$ cat config.mk
export PLATFORM = sky130hd
export DESIGN_NAME = updown_seq_ctrl
export DESIGN_NICKNAME = d
export VERILOG_FILES = /design/src/rtl/updown_seq_ctrl.sv
export SDC_FILE = /design/constraint.sdc
export NUM_CORES = 1
export LEC_CHECK = 0
export CAP_MARGIN = 20
export CORE_MARGIN = 5
export CORE_UTILIZATION = 57
export DETAILED_ROUTE_END_ITERATION = 7
export GPL_ROUTABILITY_DRIVEN = 0
export PLACE_DENSITY = 0.76
export SKIP_LAST_GASP = 1
export SYNTH_ARGS = -nofsm -noshare
export SYNTH_HDL_FRONTEND = slang
export SYNTH_SLANG_ARGS = --single-unit
export TNS_END_PERCENT = 100
$ cat constraint.sdc
create_clock -name CLK -period 3 [get_ports CLK]
set_clock_uncertainty 0.2 [all_clocks]
set_input_delay 0.3 -clock CLK [delete_from_list [all_inputs] [get_ports CLK]]
set_output_delay 0.3 -clock CLK [all_outputs]
set_load 0.02 [all_outputs]
$ cat src/rtl/updown_seq_ctrl.sv
// ---------------------------------------------------------------------------
// updown_seq_ctrl
// Sequencer for the 4-bit up/down counter and its 7-seg direction display.
// START/STOP buttons drive an IDLE/RUN/HOLD state machine. While running, a
// prescaler emits a one-cycle count enable every TICK_DIV clocks. Direction
// comes from DIR_SW in wrap mode (MODE=0). In bounce mode (MODE=1) it
// reverses at HI_LIM/LO_LIM, on the same edge as that tick's step.
// ---------------------------------------------------------------------------
module updown_seq_ctrl #(
    parameter int unsigned      TICK_DIV = 50_000_000,
    parameter int unsigned      CNT_W    = 4,
    parameter logic [CNT_W-1:0] HI_LIM   = CNT_W'(15),
    parameter logic [CNT_W-1:0] LO_LIM   = CNT_W'(0)
) (
    input  logic             CLK,
    input  logic             RSTn,
    input  logic             START,
    input  logic             STOP,
    input  logic             DIR_SW,
    input  logic             MODE,
    input  logic [CNT_W-1:0] Q_IN,
    output logic             CNT_EN,
    output logic             UP,
    output logic [6:0]       Seg,
    output logic             BUSY
);

    // Prescaler width and terminal count (TICK_DIV >= 2 keeps PW >= 1)
    localparam int unsigned     PW        = (TICK_DIV > 1) ? $clog2(TICK_DIV) : 1;
    localparam logic [PW-1:0]   PRESC_MAX = PW'(TICK_DIV - 1);
    localparam logic [PW-1:0]   PRESC_ONE = PW'(1);
    localparam logic [PW-1:0]   PRESC_ZERO = PW'(0);

    // FSM encoding; the unused code 2'd3 recovers to IDLE
    localparam logic [1:0] ST_IDLE = 2'd0;
    localparam logic [1:0] ST_RUN  = 2'd1;
    localparam logic [1:0] ST_HOLD = 2'd2;

    // Active-low segment patterns {a..g}
    localparam logic [6:0] SEG_OFF = 7'b1111111;
    localparam logic [6:0] SEG_UP  = 7'b0111110;
    localparam logic [6:0] SEG_DN  = 7'b0111101;

    // Display pattern for a given state and direction; blank outside RUN/HOLD
    function automatic logic [6:0] seg_pattern(input logic [1:0] st, input logic up);
        logic [6:0] pat;
        case (st)
            ST_RUN, ST_HOLD: pat = up ? SEG_UP : SEG_DN;
            default:         pat = SEG_OFF;
        endcase
        return pat;
    endfunction

    // Bounce-mode direction: reverse when the step would leave the limits
    function automatic logic bounce_dir(input logic up, input logic [CNT_W-1:0] q);
        logic d;
        if (up && (q == HI_LIM)) begin
            d = 1'b0;
        end else if (!up && (q == LO_LIM)) begin
            d = 1'b1;
        end else begin
            d = up;
        end
        return d;
    endfunction

    // Synchronizer and edge-detect registers
    logic start_meta_r, start_sync_r, start_prev_r;
    logic stop_meta_r,  stop_sync_r,  stop_prev_r;
    logic dir_meta_r,   dir_sync_r;

    // Control state
    logic [1:0]    state_r;
    logic [PW-1:0] presc_r;
    logic          cnt_en_r;
    logic          up_r;
    logic [6:0]    seg_r;
    logic          busy_r;

    // Combinational next values
    logic          start_pulse_s;
    logic          stop_pulse_s;
    logic          tick_s;
    logic          tick_dir_s;
    logic [1:0]    state_nxt_s;
    logic [PW-1:0] presc_nxt_s;
    logic          up_nxt_s;

    // Two-flop synchronizers plus a delayed copy for rising-edge detection
    always_ff @(posedge CLK or negedge RSTn) begin
        if (!RSTn) begin
            start_meta_r <= 1'b0;
            start_sync_r <= 1'b0;
            start_prev_r <= 1'b0;
            stop_meta_r  <= 1'b0;
            stop_sync_r  <= 1'b0;
            stop_prev_r  <= 1'b0;
            dir_meta_r   <= 1'b0;
            dir_sync_r   <= 1'b0;
        end else begin
            start_meta_r <= START;
            start_sync_r <= start_meta_r;
            start_prev_r <= start_sync_r;
            stop_meta_r  <= STOP;
            stop_sync_r  <= stop_meta_r;
            stop_prev_r  <= stop_sync_r;
            dir_meta_r   <= DIR_SW;
            dir_sync_r   <= dir_meta_r;
        end
    end

    // One-cycle button pulses taken from the synchronized rising edges
    always_comb begin
        start_pulse_s = start_sync_r & ~start_prev_r;
        stop_pulse_s  = stop_sync_r  & ~stop_prev_r;
    end

    // Direction to load on a tick, chosen by MODE at the wrap cycle
    always_comb begin
        if (MODE) begin
            tick_dir_s = bounce_dir(up_r, Q_IN);
        end else begin
            tick_dir_s = dir_sync_r;
        end
    end

    // Next state, prescaler and direction; STOP beats a simultaneous START
    always_comb begin
        state_nxt_s = state_r;
        presc_nxt_s = presc_r;
        up_nxt_s    = up_r;
        tick_s      = 1'b0;
        case (state_r)
            ST_IDLE: begin
                if (start_pulse_s && !stop_pulse_s) begin
                    state_nxt_s = ST_RUN;
                    presc_nxt_s = PRESC_ZERO;
                    up_nxt_s    = MODE ? 1'b1 : dir_sync_r;
                end else begin
                    state_nxt_s = ST_IDLE;
                end
            end
            ST_RUN: begin
                // The prescaler advances on every RUN cycle, including the
                // cycle whose STOP pulse moves the FSM into HOLD.
                if (presc_r == PRESC_MAX) begin
                    presc_nxt_s = PRESC_ZERO;
                    tick_s      = 1'b1;
                    up_nxt_s    = tick_dir_s;
                end else begin
                    presc_nxt_s = presc_r + PRESC_ONE;
                end
                if (stop_pulse_s) begin
                    state_nxt_s = ST_HOLD;
                end else begin
                    state_nxt_s = ST_RUN;
                end
            end
            ST_HOLD: begin
                if (stop_pulse_s) begin
                    state_nxt_s = ST_IDLE;
                    presc_nxt_s = PRESC_ZERO;
                end else if (start_pulse_s) begin
                    state_nxt_s = ST_RUN;
                end else begin
                    state_nxt_s = ST_HOLD;
                end
            end
            default: begin
                state_nxt_s = ST_IDLE;
                presc_nxt_s = PRESC_ZERO;
                up_nxt_s    = 1'b1;
            end
        endcase
    end

    // FSM, prescaler and direction registers with BUSY tracking the new state
    always_ff @(posedge CLK or negedge RSTn) begin
        if (!RSTn) begin
            state_r  <= ST_IDLE;
            presc_r  <= PRESC_ZERO;
            cnt_en_r <= 1'b0;
            up_r     <= 1'b1;
            busy_r   <= 1'b0;
        end else begin
            state_r  <= state_nxt_s;
            presc_r  <= presc_nxt_s;
            cnt_en_r <= tick_s;
            up_r     <= up_nxt_s;
            busy_r   <= (state_nxt_s == ST_RUN);
        end
    end

    // Display register trails the state/direction registers by one cycle
    always_ff @(posedge CLK or negedge RSTn) begin
        if (!RSTn) begin
            seg_r <= SEG_OFF;
        end else begin
            seg_r <= seg_pattern(state_r, up_r);
        end
    end

    assign CNT_EN = cnt_en_r;
    assign UP     = up_r;
    assign Seg    = seg_r;
    assign BUSY   = busy_r;

endmodule

# --- Yosys cells after proc, flatten, opt, wreduce, memory -nomap -nowiden ---
# Index checks and enable logic that the tools add are counted.
word_totals:
  reg_bits: 46
  input_bits: 10
  output_inout_bits: 10
  wordCells: 59
op_classes:
  addsub: 1
  n_eq_ne: 9
  n_mux: 20
  bitwise_logic: 5
  reduce_logical: 10
ops:
  columns: ["operator", "n"]
  rows:
  - ["26-bit two-way mux", 3]
  - ["26-bit case mux with 3 select lines", 1]
  - ["26-bit by 1-bit adder with 26-bit output (second input constant)", 1]
  - ["26-bit equality test (second input constant)", 1]
  - ["1-bit two-way mux", 9]
  - ["2-bit two-way mux", 4]
  - ["7-bit two-way mux", 1]
  - ["2-bit inequality test (second input constant)", 3]
  - ["2-bit case mux with 3 select lines", 1]
  - ["2-bit by 1-bit equality test with 1-bit output (second input constant)", 2]
  - ["4-bit equality test (second input constant)", 1]
  - ["4-bit logical NOT", 1]
  - ["4-bit inequality test (second input constant)", 1]
  - ["4-bit AND reduction", 1]
  - ["1-bit logical AND", 3]
  - ["1-bit inverter", 3]
  - ["1-bit case mux with 3 select lines", 1]
  - ["1-bit bitwise AND", 2]
  - ["2-bit equality test (second input constant)", 1]
  - ["1-bit logical NOT", 2]
  - ["2-bit logical NOT", 1]
  - ["2-bit AND reduction", 1]
  - ["2-bit OR reduction", 1]

# --- Longest topological paths before layout ---
depth:
  depth_word: 7
  depth_mapped: 8
  depth_no_buf: 6

# --- Worst setup path after synthesis ---
# OpenSTA, ideal clock, no wires.
synth_path:
  path_kind: "register to register"
  start: "register presc_r[0]"
  end: "register up_r (netlist: UP)"
  setup_time_ns: 0.075
  arrival_ns: 1.973
  t_required_ns: 2.725
  path_slack_ns: 0.752
  stages_incl_launch_ff: 8
  n_path_buf: 1
  synth_period_minus_slack_ns: 2.248
  path_cell_list: "dfrtp_1 -> ha_1 -> clkbuf_1 -> and3_1 -> nand3_1 -> o31a_1 -> nor4_1 -> mux2i_1"
synth_between:
  elab_chain_cells: 3
synth_lines:
  columns: ["item", "line_no", "rtl"]
  rows:
  - ["start, declared", "74", "logic [PW-1:0] presc_r;"]
  - ["start signal, assigned", "187", "presc_r <= presc_nxt_s;"]
  - ["26-bit equality test", "146", "if (presc_r == PRESC_MAX) begin"]
  - ["2-bit inequality test (no source line)", null, null]
  - ["4-bit AND reduction (no source line)", null, null]
  - ["end signal, assigned", "189", "up_r <= up_nxt_s;"]
  - ["end, declared", "76", "logic up_r;"]
# Every way passes these cells.
# A chain may end at the register's enable or synchronous reset.

# --- Worst setup path in the final report ---
layout_path:
  start: "register stop_sync_r"
  end: "register presc_r[23]"
layout_between:
  elab_chain_cells: 5
  word_cells_on_any_way: 6
  cone_classes: "2 x eq/ne; 1 x bitwise; 3 x reduce/logical"
layout_lines:
  columns: ["item", "line_no", "rtl"]
  rows:
  - ["start, declared", "69", "logic stop_meta_r, stop_sync_r, stop_prev_r;"]
  - ["start signal, assigned", "105", "stop_sync_r <= stop_meta_r;"]
  - ["1-bit bitwise AND (*)", "115", "stop_pulse_s = stop_sync_r & ~stop_prev_r;"]
  - ["1-bit logical NOT", "135", "if (start_pulse_s && !stop_pulse_s) begin"]
  - ["1-bit logical AND", "135", null]
  - ["2-bit inequality test (no source line)", null, null]
  - ["2-bit AND reduction (no source line) (*)", null, null]
# Mark *: on every way between the ends. The rest lies on a longest branch, timed or not.

==> impl_metrics.toml <==
[outcome]
status = "finished clean"

[global_route]
met3_usage = 0.0374
grt_pass1_wl_mm = 7.64
grtUsageTotal = 0.183
grt.overflow.total = 0
antenna_found_initial = 0
gr-usage-met2 = 0.264
top_usage_layer = "met1"
grt.met1_usage = 0.274
grt_start_max_net_pins = 43
grt_pass1_vias = 1626

[synth]
yosys.area.top_type = "dfrtp_1"
postSynthAreaPerCell_um2 = 9.50
netlist_area_um2 = 2190
synth_fa_ha_area_frac = 0.0285
synth_xor_area_frac = 0.0160
synth.area.top_cells = "dfrtp_1 (43%), dfstp_2 (4.8%), nand2_1 (4.1%), a21oi_1 (3.2%), o21ai_0 (3.2%)"
yosys_most_used_dff = "dfrtp_1"
synth_top_cell_area_share = 0.433
syn_inst = 231
synth_most_common_cell = "dfrtp_1"
ys.warnings.count = 0
synth_mux_area_frac = 0.0325
synth_compound_area_frac = 0.129
async_flop_share = 1.00
netlist-cell-type-count = 39
ys_seq_elements = 42
synth_common_cells = "dfrtp_1 (38), nand2_1 (24), nor2_1 (16)"
synth-simple-area-share = 0.267
ys_seq_area_frac = 0.481
synth_edf_count = 0
synth_top_family_by_area = "simple AND/OR/NAND/NOR gates"

[floorplanning]
core_um2 = 3690
rows = 22
die_x_um = 72.1
die_h_um = 72.1
initial_core_util = 0.595
die_area_um2 = 5190
ios = 20

[power]
pwr_density_cell_nw_per_um2 = 630
finalPower_mw = 1.56
p_leak_nw = 1.01
ir_drop_mv = 0.335

[routing]
wl_mm = 4.40
drc_errors = 0
via_per_inst = 5.98
wl_per_cell_um = 15.0
drt-initial-drc-count = 148
ant_nets = 0
via_count = 1759
dr.pass1.iters = 4

[clock_tree]
cts_tree = "built"
ctsHtreeMaxLevel = 2
root_buffer = "clkbuf_8"
clock_path_buffers = 2
clk_latency_ns = 0.30
cts_sinks = 42
numCtsBuffers = 5
clkSlewWorstSetupHoldPaths_ns = 0.08

[setup_path]
crit_path_end_kind = "flop"
cp_top_family = "simple AND/OR/NAND/NOR gates"
critPathLaunchType = "flop"
worstPathCellList = "nor2b_1 > nand2b_1 > nand3_2 > or4_1 > a21oi_1"
max_stage_delay_ns = 0.55
r2r_setup_slack_ns = 0.53
critPathKind = "flop to flop"
crit_buf_inv = 0
cp.arrival_ns = 2.50
critPathMaxFanout = 8
cp_slowest_cell = "or4_1"
crit_required_ns = 3.03

[flow_run]
cap_violations = 0

[final_layout]
fill_cells = 303
synthToLayoutAreaGrowth_pct = 12.8
top_register = "presc_r"
diodes = 0
layout.nets = 260
drive_above_1_share = 0.0772
largest_register_ffs = 26

[sta]
hold_viol_final = 0
relSlewSlack = 0.385
worstMarginPinSlew_ns = 0.923
timing.final.crit_share = 0.824
setup_violations = 0
final.min_clock_period_ns = 2.47
fmax_ghz = 0.405
fin_tns_setup_ns = 0
slew_violations = 0
rsz0062_at_grt = "false"

[placement]
io_buffers = 15
place_hpwl_mm = 3.07

[hold_path]
hp-class = "flop to flop"
per-stage QoR:
step	instances	utilization	cell area (um^2)	hold WS [ns]	setup WS [ns]
floorplan	234	-	2210	-0.196	0.752
global placement	285	0.639	2360	0.132	0.599
global route	294	0.671	2470	0.158	0.363
CTS	294	0.671	2470	0.153	0.548
detailed placement	285	0.639	2360	0.135	0.565
finish	294	0.671	2470	0.151	0.528
logic make-up after synthesis:
group,after synthesis
AND/OR/NAND/NOR,105
AO/OA/AOI/OAI,46
flip-flops,42
buffers and inverters,21
multiplexers,7
adder cells (fa/ha/maj),5
XOR/XNOR,4
other,1
path summary, 6_finish.rpt:
kind | start | end | cells after the start
worst max-delay path | stop_sync_r | presc_r[23] | 5
worst min-delay path | dir_meta_r | dir_sync_r | 0
worst max register to register | stop_sync_r | presc_r[23] | 5
worst min register to register | dir_meta_r | dir_sync_r | 0
max in group asynchronous | RSTn | presc_r[10] | 2
min in group asynchronous | RSTn | presc_r[7] | 2
where the power goes:
part           total, mW  internal [mW]  switching (mW)
clock              0.444          0.249           0.195
combinational      0.448          0.159           0.289
sequential         0.666          0.631          0.0350
worst reg2reg max path, delay by kind of cell (launching register included):
kind,cells,cell delay [ns]
AOI/OAI and AO/OA,1,0.16
and+or+nand+nor,4,1.72
DFF,1,0.34
cell usage in the layout (no fill, tap or decap), drive strengths merged, types with 2 or more instances in the layout:
cell and count:
dfrtp 38, o21ai 15, or3 4, and4 2
nor3 6, nor2b 2, clkbuf 7, buf 4
nor4 12, mux2i 6, and2 2, inv 6
nand2b 2, xor2 2, and3 4, o31ai 8
clkdlybuf4s50 14, xnor2 2, nand4 10, nand2 24
ha 5, nor2 16, nor4b 2, or4 5
a21oi 14, nand3 13, a21o 2, a22o 4
conb 4, dfstp 4
what timing repair did:
item	in CTS	in global routing
hold buffers	1	0
hold endpoints to repair	38	0
gates resized for setup	0	0
setup buffers	0	0
cell type report:
cell class / count / area [um^2] / area share
Clock inverter: 1 / 30.0 / 0.0121
Timing Repair Buffer: 19 / 178 / 0.0718
Inverter: 6 / 22.5 / 0.00910
Multi-Input combinational cell: 171 / 1050 / 0.425
Clock buffer: 7 / 76.3 / 0.0308
Sequential cell: 42 / 1060 / 0.427
Tap cell: 48 / 60.1 / 0.0243
per-layer routing:
layer / wire (um) / part of all wire / vias to the layer above
li1: - / - / 869
met1: 2140 / 0.49 / 832
met2: 1940 / 0.44 / 51
met3: 265 / 0.060 / 7
met4: 51 / 0.012 / 0
met5: 0 / 0 / -
(Power assumes the default switching activity.)
